==> config.mk <==
export PLATFORM = sky130hd
export DESIGN_NAME = dbg_trace_wb
export DESIGN_NICKNAME = d
export VERILOG_FILES = /design/src/rtl/dbg_trace_pkg.sv /design/src/rtl/dbg_trace_fifo.sv /design/src/rtl/dbg_trace_wb.sv
export SDC_FILE = /design/constraint.sdc
export NUM_CORES = 2
export LEC_CHECK = 0
export BUFFER_PORTS_ARGS = -buffer_cell sky130_fd_sc_hd__buf_2
export CAP_MARGIN = 10
export CORE_MARGIN = 5
export CORE_UTILIZATION = 40
export CTS_BUF_LIST = sky130_fd_sc_hd__clkbuf_8
export DETAILED_ROUTE_END_ITERATION = 16
export SYNTH_ARGS = -nofsm -noshare
export SYNTH_HDL_FRONTEND = slang
export SYNTH_SLANG_ARGS = --single-unit
==> constraint.sdc <==
create_clock -name wb_clk_i -period 5.8 [get_ports wb_clk_i]
set_input_delay 1.16 -clock wb_clk_i [delete_from_list [all_inputs] [get_ports wb_clk_i]]
set_output_delay 1.16 -clock wb_clk_i [all_outputs]
set_load 0.03 [all_outputs]
==> src/rtl/dbg_trace_pkg.sv <==
// Shared register map, bit positions and trigger states for the dbg_trace Wishbone debug block.
// The optional timestamp feature is enabled by defining DBG_TRACE_TIMESTAMP_EN.
package dbg_trace_pkg;

  localparam logic [2:0] REG_CTRL     = 3'd0;
  localparam logic [2:0] REG_STATUS   = 3'd1;
  localparam logic [2:0] REG_DATA     = 3'd2;
  localparam logic [2:0] REG_DBG      = 3'd3;
  localparam logic [2:0] REG_POSTTRIG = 3'd4;
  localparam logic [2:0] REG_TSTAMP   = 3'd5;

  localparam int CTRL_EN   = 0;
  localparam int CTRL_MODE = 1;
  localparam int CTRL_ARM  = 2;
  localparam int CTRL_CLR  = 3;

  localparam int STAT_EMPTY   = 0;
  localparam int STAT_FULL    = 1;
  localparam int STAT_TRIG    = 2;
  localparam int STAT_OVF     = 3;
  localparam int STAT_DONE    = 4;
  localparam int STAT_CNT_LSB = 16;

  localparam int TS_W = 16;

  typedef enum logic [1:0] {
    TRIG_IDLE,
    TRIG_ARMED,
    TRIG_POST,
    TRIG_DONE
  } trig_state_e;

  // Count needs one extra bit so that a full FIFO (count == DEPTH) is representable.
  function automatic int cnt_width(input int depth);
    return $clog2(depth) + 1;
  endfunction

endpackage

==> src/rtl/dbg_trace_fifo.sv <==
// Trace storage: circular buffer with head/tail/count, wrap-mode discard of the oldest
// entry and simultaneous push/pop. Callers pre-qualify push (enable, done, clear).
module dbg_trace_fifo #(
  parameter int WIDTH = 32,
  parameter int DEPTH = 64,
  parameter int CW    = 7
) (
  input  logic             clk,
  input  logic             rst_n,
  input  logic             clr,
  input  logic             push,
  input  logic             pop,
  input  logic             wrap,
  input  logic [WIDTH-1:0] wdata,
  output logic [WIDTH-1:0] rdata,
  output logic [CW-1:0]    count,
  output logic             empty,
  output logic             full,
  output logic             ovf
);

  localparam int AW = $clog2(DEPTH);

  logic [WIDTH-1:0] mem [DEPTH];
  logic [AW-1:0]    head;
  logic [AW-1:0]    tail;
  logic             do_pop;
  logic             do_write;
  logic             discard;

  assign full  = (count == CW'(DEPTH));
  assign empty = (count == '0);
  assign rdata = mem[head];

  // A pop in the same cycle frees a slot, so a full FIFO then neither drops nor discards.
  always_comb begin
    do_pop   = pop & ~empty;
    do_write = push & (~full | do_pop | wrap);
    discard  = push & full & ~do_pop & wrap;
    ovf      = push & full & ~do_pop;
  end

  always_ff @(posedge clk) begin
    if (!rst_n || clr) begin
      head  <= '0;
      tail  <= '0;
      count <= '0;
    end else begin
      if (do_write) tail <= tail + AW'(1);
      if (do_pop || discard) head <= head + AW'(1);
      if (do_write && !discard && !do_pop) count <= count + CW'(1);
      else if (do_pop && !do_write) count <= count - CW'(1);
    end
  end

  always_ff @(posedge clk) begin
    if (do_write) mem[tail] <= wdata;
  end

endmodule

==> src/rtl/dbg_trace_wb.sv <==
// Wishbone-slave debug controller: control word register, trace buffer and trigger FSM.
// Define DBG_TRACE_TIMESTAMP_EN to store a 16-bit cycle timestamp with every trace entry.
module dbg_trace_wb
  import dbg_trace_pkg::*;
#(
  parameter int          DW       = 32,
  parameter int          DEPTH    = 64,
  parameter logic [31:0] BASE_ADR = 32'h3000_0000,
  parameter logic [31:0] DBG_RST  = 32'h0
) (
  input  logic          wb_clk_i,
  input  logic          wb_rstn_i,
  input  logic          wbs_stb_i,
  input  logic          wbs_cyc_i,
  input  logic          wbs_we_i,
  input  logic [3:0]    wbs_sel_i,
  input  logic [31:0]   wbs_adr_i,
  input  logic [31:0]   wbs_dat_i,
  output logic          wbs_ack_o,
  output logic [31:0]   wbs_dat_o,
  input  logic          trc_valid_i,
  input  logic [DW-1:0] trc_data_i,
  input  logic          trig_i,
  output logic [31:0]   dbg_ctrl_o,
  output logic          irq_o
);

  localparam int CW = cnt_width(DEPTH);
`ifdef DBG_TRACE_TIMESTAMP_EN
  localparam int FW = DW + TS_W;
`else
  localparam int FW = DW;
`endif

  logic          hit, access, wr_en, rd_en;
  logic [2:0]    reg_sel;
  logic          wr_ctrl, wr_dbg, wr_post, rd_data, clr, en_rise;
  logic          ctrl_en, ctrl_mode, ctrl_arm;
  logic [31:0]   dbg_q;
  logic [8:0]    posttrig_q, post_cnt, post_n;
  logic          triggered, trig_n, ovf_q, done, push_req;
  trig_state_e   state, state_n;
  logic [FW-1:0] fifo_wdata, fifo_rdata;
  logic [CW-1:0] fifo_count;
  logic          fifo_empty, fifo_full, fifo_ovf;
  logic [31:0]   rdata;
  logic [15:0]   ts_q;
  logic          unused_adr;

  assign unused_adr = ^{wbs_adr_i[7:5], wbs_adr_i[1:0]};

  // A hit is accepted only while ack is low, giving one ack per transfer.
  assign hit     = wbs_cyc_i & wbs_stb_i & (wbs_adr_i[31:8] == BASE_ADR[31:8]);
  assign access  = hit & ~wbs_ack_o;
  assign wr_en   = access & wbs_we_i;
  assign rd_en   = access & ~wbs_we_i;
  assign reg_sel = wbs_adr_i[4:2];
  assign wr_ctrl = wr_en & (reg_sel == REG_CTRL);
  assign wr_dbg  = wr_en & (reg_sel == REG_DBG);
  assign wr_post = wr_en & (reg_sel == REG_POSTTRIG);
  assign rd_data = rd_en & (reg_sel == REG_DATA);
  assign clr     = wr_ctrl & wbs_dat_i[CTRL_CLR];
  assign en_rise = wr_ctrl & wbs_dat_i[CTRL_EN] & ~ctrl_en;

  assign done     = (state == TRIG_DONE);
  assign irq_o    = done;
  assign push_req = trc_valid_i & ctrl_en & ~done & ~clr;

`ifdef DBG_TRACE_TIMESTAMP_EN
  logic [TS_W-1:0] ts_cnt;

  always_ff @(posedge wb_clk_i) begin
    if (!wb_rstn_i) begin
      ts_cnt <= '0;
      ts_q   <= '0;
    end else begin
      ts_cnt <= ts_cnt + TS_W'(1);
      if (rd_data && !fifo_empty) ts_q <= fifo_rdata[FW-1 -: TS_W];
    end
  end

  assign fifo_wdata = {ts_cnt, trc_data_i};
`else
  assign ts_q       = '0;
  assign fifo_wdata = trc_data_i;
`endif

  dbg_trace_fifo #(
    .WIDTH (FW),
    .DEPTH (DEPTH),
    .CW    (CW)
  ) u_fifo (
    .clk   (wb_clk_i),
    .rst_n (wb_rstn_i),
    .clr   (clr),
    .push  (push_req),
    .pop   (rd_data),
    .wrap  (ctrl_mode),
    .wdata (fifo_wdata),
    .rdata (fifo_rdata),
    .count (fifo_count),
    .empty (fifo_empty),
    .full  (fifo_full),
    .ovf   (fifo_ovf)
  );

  always_comb begin
    rdata = '0;
    case (reg_sel)
      REG_CTRL: begin
        rdata[CTRL_EN]   = ctrl_en;
        rdata[CTRL_MODE] = ctrl_mode;
        rdata[CTRL_ARM]  = ctrl_arm;
      end
      REG_STATUS: begin
        rdata[STAT_EMPTY]           = fifo_empty;
        rdata[STAT_FULL]            = fifo_full;
        rdata[STAT_TRIG]            = triggered;
        rdata[STAT_OVF]             = ovf_q;
        rdata[STAT_DONE]            = done;
        rdata[STAT_CNT_LSB +: 9]    = 9'(fifo_count);
      end
      REG_DATA:     if (!fifo_empty) rdata = 32'(fifo_rdata[DW-1:0]);
      REG_DBG:      rdata = dbg_q;
      REG_POSTTRIG: rdata[8:0] = posttrig_q;
      REG_TSTAMP:   rdata[15:0] = ts_q;
      default:      rdata = '0;
    endcase
  end

  // dbg_ctrl_o trails the DBG register by one cycle so the core sees a clean registered copy.
  always_ff @(posedge wb_clk_i) begin
    if (!wb_rstn_i) begin
      wbs_ack_o  <= 1'b0;
      wbs_dat_o  <= '0;
      ctrl_en    <= 1'b0;
      ctrl_mode  <= 1'b0;
      ctrl_arm   <= 1'b0;
      posttrig_q <= '0;
      dbg_q      <= DBG_RST;
      dbg_ctrl_o <= DBG_RST;
      ovf_q      <= 1'b0;
    end else begin
      wbs_ack_o  <= access;
      wbs_dat_o  <= rd_en ? rdata : '0;
      dbg_ctrl_o <= dbg_q;
      if (wr_ctrl) begin
        ctrl_en   <= wbs_dat_i[CTRL_EN];
        ctrl_mode <= wbs_dat_i[CTRL_MODE];
        ctrl_arm  <= wbs_dat_i[CTRL_ARM];
      end
      if (wr_post) posttrig_q <= wbs_dat_i[8:0];
      if (wr_dbg) begin
        for (int i = 0; i < 4; i++) begin
          if (wbs_sel_i[i]) dbg_q[8*i +: 8] <= wbs_dat_i[8*i +: 8];
        end
      end
      if (clr) ovf_q <= 1'b0;
      else if (fifo_ovf) ovf_q <= 1'b1;
    end
  end

  always_ff @(posedge wb_clk_i) begin
    if (!wb_rstn_i) begin
      state     <= TRIG_IDLE;
      post_cnt  <= '0;
      triggered <= 1'b0;
    end else begin
      state     <= state_n;
      post_cnt  <= post_n;
      triggered <= trig_n;
    end
  end

  // The trigger-cycle sample is pushed before the post counter starts counting later pushes.
  always_comb begin
    state_n = state;
    post_n  = post_cnt;
    trig_n  = triggered;
    if (clr) begin
      state_n = TRIG_IDLE;
      post_n  = '0;
      trig_n  = 1'b0;
    end else begin
      case (state)
        TRIG_IDLE, TRIG_ARMED: begin
          if (ctrl_arm && ctrl_en && !triggered) begin
            state_n = TRIG_ARMED;
            if (trig_i) begin
              trig_n  = 1'b1;
              post_n  = posttrig_q;
              state_n = (posttrig_q == '0) ? TRIG_DONE : TRIG_POST;
            end
          end else begin
            state_n = TRIG_IDLE;
            if (ctrl_en && !ctrl_arm && !ctrl_mode && fifo_full) state_n = TRIG_DONE;
          end
        end
        TRIG_POST: begin
          if (push_req) begin
            post_n = post_cnt - 9'd1;
            if (post_cnt == 9'd1) state_n = TRIG_DONE;
          end
        end
        TRIG_DONE: if (en_rise) state_n = TRIG_IDLE;
        default:   state_n = TRIG_IDLE;
      endcase
    end
  end

endmodule

---- Word level (Yosys, flattened, before mapping) ----
Memory sizes are Yosys's and may differ from the RTL's. A register that Yosys moved wholly into a read port is not among the register bits.
Cells that the tools add are included.
operators by class
  bitwise gates (word level) .............. 31
  multiplexer cells ....................... 25
  eq/ne operators ......................... 15
  reduce and logical (&&, ||, !) cells .... 33
  add/subtract/negate cells ............... 5
operators by type and width
  cell                                                    number
  two-way mux 32 bit                                      1
  case mux 7 bit (2 select lines)                         2
  two-way mux 9 bit                                       3
  case mux 9 bit (3 select lines)                         1
  equality test 24 x 22 -> 1 bit (second input constant)  1
  bitwise AND 1 bit                                       20
  case mux 9 bit (2 select lines)                         1
  case mux 3 bit (5 select lines)                         1
  two-way mux 7 bit                                       2
  adder 6 x 1 -> 6 bit (second input constant)            2
  two-way mux 2 bit                                       6
  two-way mux 6 bit                                       2
  case mux 4 bit (3 select lines)                         1
  AND reduction 2 bit                                     5
  equality test 9 x 1 -> 1 bit (second input constant)    1
  logical NOT 9 bit                                       1
  inverter 1 bit                                          9
  subtractor 9 x 1 -> 9 bit (second input constant)       1
  logical AND 1 bit                                       8
  != test 2 bit (second input constant)                   4
  case mux 2 bit (4 select lines)                         1
  adder 7 x 1 -> 7 bit (second input constant)            1
  equality test 7 bit (second input constant)             1
  logical NOT 1 bit                                       7
  18 further kinds                                        27
storage, ports and cells
  memories ................................ 1
  register bits after elaboration ......... 141
  logic and storage cells ................. 128
  RAM bits ................................ 2048
  output and inout bits ................... 66
memory list
  memory      words  width  read ports  clocked after memory_dff  write ports  line                  source
  u_fifo.mem  64     32     1           1                         1            dbg_trace_fifo.sv:24  logic [WIDTH-1:0] mem [DEPTH];

---- Logic depth before layout (Yosys ltp) ----
  word-level depth ........................ 15
  depth in mapped cells ................... 14
  mapped depth without buffers ............ 13

---- By module ----
A second synthesis with hierarchy kept.
unflattened totals
  cells, all modules ...................... 4021
  area, all modules ....................... 84150.7 sq um
modules (own cells, without submodules)
  module          times used  sequential area each (sq um)  area each (sq um)  cells an instance
  dbg_trace_fifo  1           61999.5                       79189.7            3475
  dbg_trace_wb    1           2442.3                        4961.0             546

---- Worst setup path before layout ----
No wires, ideal clock.
  kind .................................... input to register
  start point ............................. input wbs_adr_i[18]
  end point ............................... memory u_fifo.mem[31][0], enable pin
  cell stages on the path ................. 7
  arrival time ............................ 4.247 ns
  setup slack ............................. 1.131 ns
  buffers on the path ..................... 1
  library setup time ...................... 0.422 ns
  cell sequence ........................... or4_4 > nor3_4 > and4b_4 > o211ai_4 > or3_1 > buf_6 > nor2_1
on the way
  cells in the longest elaborated chain, start to end .. 11
  elaborated cells on any way between the ends .. 16
  those cells by class .................... 1 x eq/ne; 2 x mux; 13 x bitwise
RTL lines
  what                                           line                                      source
  start, declared                                dbg_trace_wb.sv:17                        input logic [31:0] wbs_adr_i,
  equality test 24 x 22 -> 1 bit *               dbg_trace_wb.sv:53                        assign hit = wbs_cyc_i & wbs_stb_i & (wbs_adr_i[31:8] == BASE_ADR[31:8]);
  bitwise AND 1 bit *                            dbg_trace_wb.sv:53
  bitwise AND 1 bit *                            dbg_trace_wb.sv:54                        assign access = hit & ~wbs_ack_o;
  bitwise AND 1 bit, on equally long branches    dbg_trace_wb.sv:56, dbg_trace_wb.sv:55
  bitwise AND 1 bit, on equally long branches    dbg_trace_wb.sv:61, dbg_trace_wb.sv:58
  bitwise AND 1 bit, on equally long branches    dbg_trace_fifo.sv:37, dbg_trace_wb.sv:62
  OR 1 bit or inverter 1 bit (tied branches)     dbg_trace_fifo.sv:38, dbg_trace_wb.sv:67
  OR 1 bit or bitwise AND 1 bit (tied branches)  dbg_trace_fifo.sv:38, dbg_trace_wb.sv:67
  bitwise AND 1 bit *                            dbg_trace_fifo.sv:38                      do_write = push & (~full | do_pop | wrap);
  two-way mux 1 bit *                            dbg_trace_fifo.sv:57                      if (do_write) mem[tail] <= wdata;
  two-way mux 1 bit (not written as such) *      dbg_trace_fifo.sv:57
  end, declared                                  dbg_trace_fifo.sv:24
Mark *: on every way between the ends. The rest lies on a longest branch, timed or not.

---- Worst setup path after layout ----
  start point ............................. input wbs_adr_i[18]
  end point ............................... memory u_fifo.mem[28][17], enable pin
Same word-level chain as after synthesis.

==> results.yml <==
timing:
  post-route-period-util_pct: 68.9
  drv_slew: 0
  relSlewSlack_pct: 15.5
  fin_skew_ps: 86.2
  rsz0062_at_grt: "false"
  finalCriticalPeriod_ps: 4000
  finalSetupViolations: 0
  worst_pin_slew_ps: 1250
  hold_viol_final: 0
  fmax_ghz: 0.250
  hold_ws_ps: 410
  fin_setup_tns_ps: 0
layout:
  multi_input_area_mm2: 0.0193
  nets: 4656
  seq_area_mm2: 0.0645
  drive_above_1_share_pct: 29.5
  finish.utilization_pct: 46.1
  fin_cells: 7610
  fill_cells: 17632
  areaGrowthSynthToFinish_pct: 14.7
pwr:
  ir_drop_v: 0.000205
  power_density_mw_per_mm2: 313
  seqPwrFrac_pct: 57.1
  power.internal_mw: 24.0
  p_switching_mw: 6.28
  leakagePower_nw: 30.4
  pwr-share-clk_pct: 41.8
  switching_share_pct: 20.7
  combinationalPowerShare_pct: 1.1
placement:
  placed_cells: 6967
  place_hpwl_um: 139000
  place_congestion: 0.815
  numPortBuffers: 167
floorplan:
  coreArea_mm2: 0.210
  rows: 168
  die_h_um: 469
  start_util_pct: 40.2
  ioPinCount: 173
  dieArea_mm2: 0.220
  die_w_um: 469
synth:
  synth_area_mm2: 0.0844
  yosysSeqAreaShare_pct: 76.4
  synth.most_common_cell: "edfxtp_1"
  avgSynthCellArea_um2: 20.8
  synth-main-ff-cell: "edfxtp_1"
  async_reset_ff_share_pct: 0
  synth-seq-cells: 2195
  synth.distinct_cells: 75
  yosys-top-cells-area: "edfxtp_1 (73%), mux4_2 (14%), dfxtp_1 (3.5%), mux2i_1 (1.9%), nand2_1 (0.74%)"
  netlist.area_leader.share_pct: 72.9
  yosys-top-cells-count: "edfxtp_1 (2,048), mux4_2 (519), nand2_1 (166), mux2i_1 (159), nor2_1 (151)"
  netlist_instances: 4051
  synth_edf_count: 2048
  synth_area_leader_cell: "edfxtp_1"
  synth_nets: 4168
  ys_warn_count: 0
global_route:
  overflow: 0
  grt_pass1_wl_um: 330000
  antenna_found_initial: 21
  grtUsageTotal_pct: 20.7
  grt_pass1_vias: 44014
  grt_max_degree: 80
clock_network:
  cts.sinks: 2195
  htree_levels: 5
  cts_resized: 0
  clk_latency_ps: 1040
  max-clock-path-buffers: 4
  cts_tree: "done"
  hold_buffers: 0
  cts_made_buffers: 369
  clkTransAtPathRegs_ps: 60
  postCtsSetupBuffers: 0
  cts_root_buffer: "clkbuf_8"
critical_path:
  cp-end-kind: "flop"
  rr_startpoint: "u_fifo.count[0]"
  path_cells: "buf_2, or4_4, nor3_4, and4b_4, o211ai_4, nor2_1, nand2_1, nor2_4, buf_4"
  crit_path_start_kind: "input port"
  max_stage_delay_ps: 840
  critPathArrivalTime_ps: 4660
  crit_path_max_fanout: 14
  cp_slowest_cell: "nor2_4"
  crit_start: "wbs_adr_i[18]"
  cp.required_ps: 6460
  criticalPathCategory: "in2reg"
routing:
  drt_wl_total_um: 233000
  drtAntennaViolNets: 0
  routed_via_density: 5.73
  wl_per_cell_um: 30.6
  drtIter0Drc: 4949
  num_vias: 43632
  drtPass1Iterations: 7
  route.detailed.drc: 0
status:
  status: "finished clean"
worst_hold_path:
  hold_class: "in2reg"
  hp-start: "wbs_dat_i[30]"
flow_run:
  cap_violations: 0
[cell families after synthesis]
logic type                 synth area share [%]
AOI/OAI and AO/OA                          2.88
xor gates and xnor gates                  0.145
adders and majority gates                 0.157
buffers and inverters                      1.39
DFF                                        76.4
muxes                                      16.0
and+or+nand+nor                            3.06
[power groups by stage]
stage | registers, mW | clock network, mW | logic [mW]
6_report | 17.3 | 12.7 | 0.320
5_1_grt | 17.3 | 13.7 | 0.345
4_1_cts | 17.3 | 12.9 | 0.313
3_5_place_dp | 17.6 | 0 | 0.314
3_3_place_gp | 17.6 | 0 | 0.298
2_1_floorplan | 17.6 | 0 | 0.0265
[placed cells by master (no fill, tap or decap), drive strengths merged, types with 30 or more instances in the layout]
cell and n:
a211oi 30, a21boi 33, a21oi 59, and2 47, buf 342, clkbuf 397
clkinv 106, dfxtp 147, edfxtp 2048, inv 134, mux2i 159, mux4 519
nand2 166, nand3 68, nor2 152, nor2b 32, o21ai 49, o22ai 31
[metal layers]
metal,GRT usage [%],vias to the layer above,part of all wire [%]
met4,6.09,14,2.8
met3,4.28,407,8.5
li1,-,17834,-
met5,0,-,0.039
met2,33.0,2076,48
met1,29.1,23301,41
[layout make-up]
cell class	instances	area share (%)
Tap cell	2805	3.63
Sequential cell	2195	66.6
Antenna cell	2	0.00517
Clock inverter	238	1.24
Inverter	15	0.0634
Clock buffer	397	5.65
Multi-Input combinational cell	1616	19.9
Timing Repair Buffer	342	2.91
[worst max-delay path, delay by kind of cell]
kind	cells	cell delay (ps)
buffers and inverters	2	500
AOI/OAI and AO/OA	1	180
and+or+nand+nor	6	2800
[worst paths after layout]
kind | cells past startpoint | slack [ps] | endpoint
max | 9 | 1800 | u_fifo.mem[28][17]
min | 3 | 410 | dbg_q[30]
max reg2reg | 8 | 1810 | u_fifo.mem[28][17]
min reg2reg | 2 | 470 | post_cnt[1]
[sequential cells by signal, indices dropped and copies added (netlist names), named ones only]
signal / cells
u_fifo.mem: 2048
dbg_ctrl_o: 32
dbg_q: 32
wbs_dat_o: 32
post_cnt: 9
posttrig_q: 9
u_fifo.count: 7
u_fifo.head: 6
u_fifo.tail: 6
state: 2
ctrl_arm: 1
ctrl_en: 1
ctrl_mode: 1
ovf_q: 1
triggered: 1
wbs_ack_o: 1
[through the flow]
step	power [mW]	area [um^2]	setup slack (ps)
after global placement	17.9	90000	858
after global routing	31.3	96800	1580
after floorplan	17.7	84400	1130
after detailed placement	17.9	90000	801
final	30.3	96800	1800
after CTS	30.5	96700	1750
Note: power is estimated with default switching activity, not from simulation.
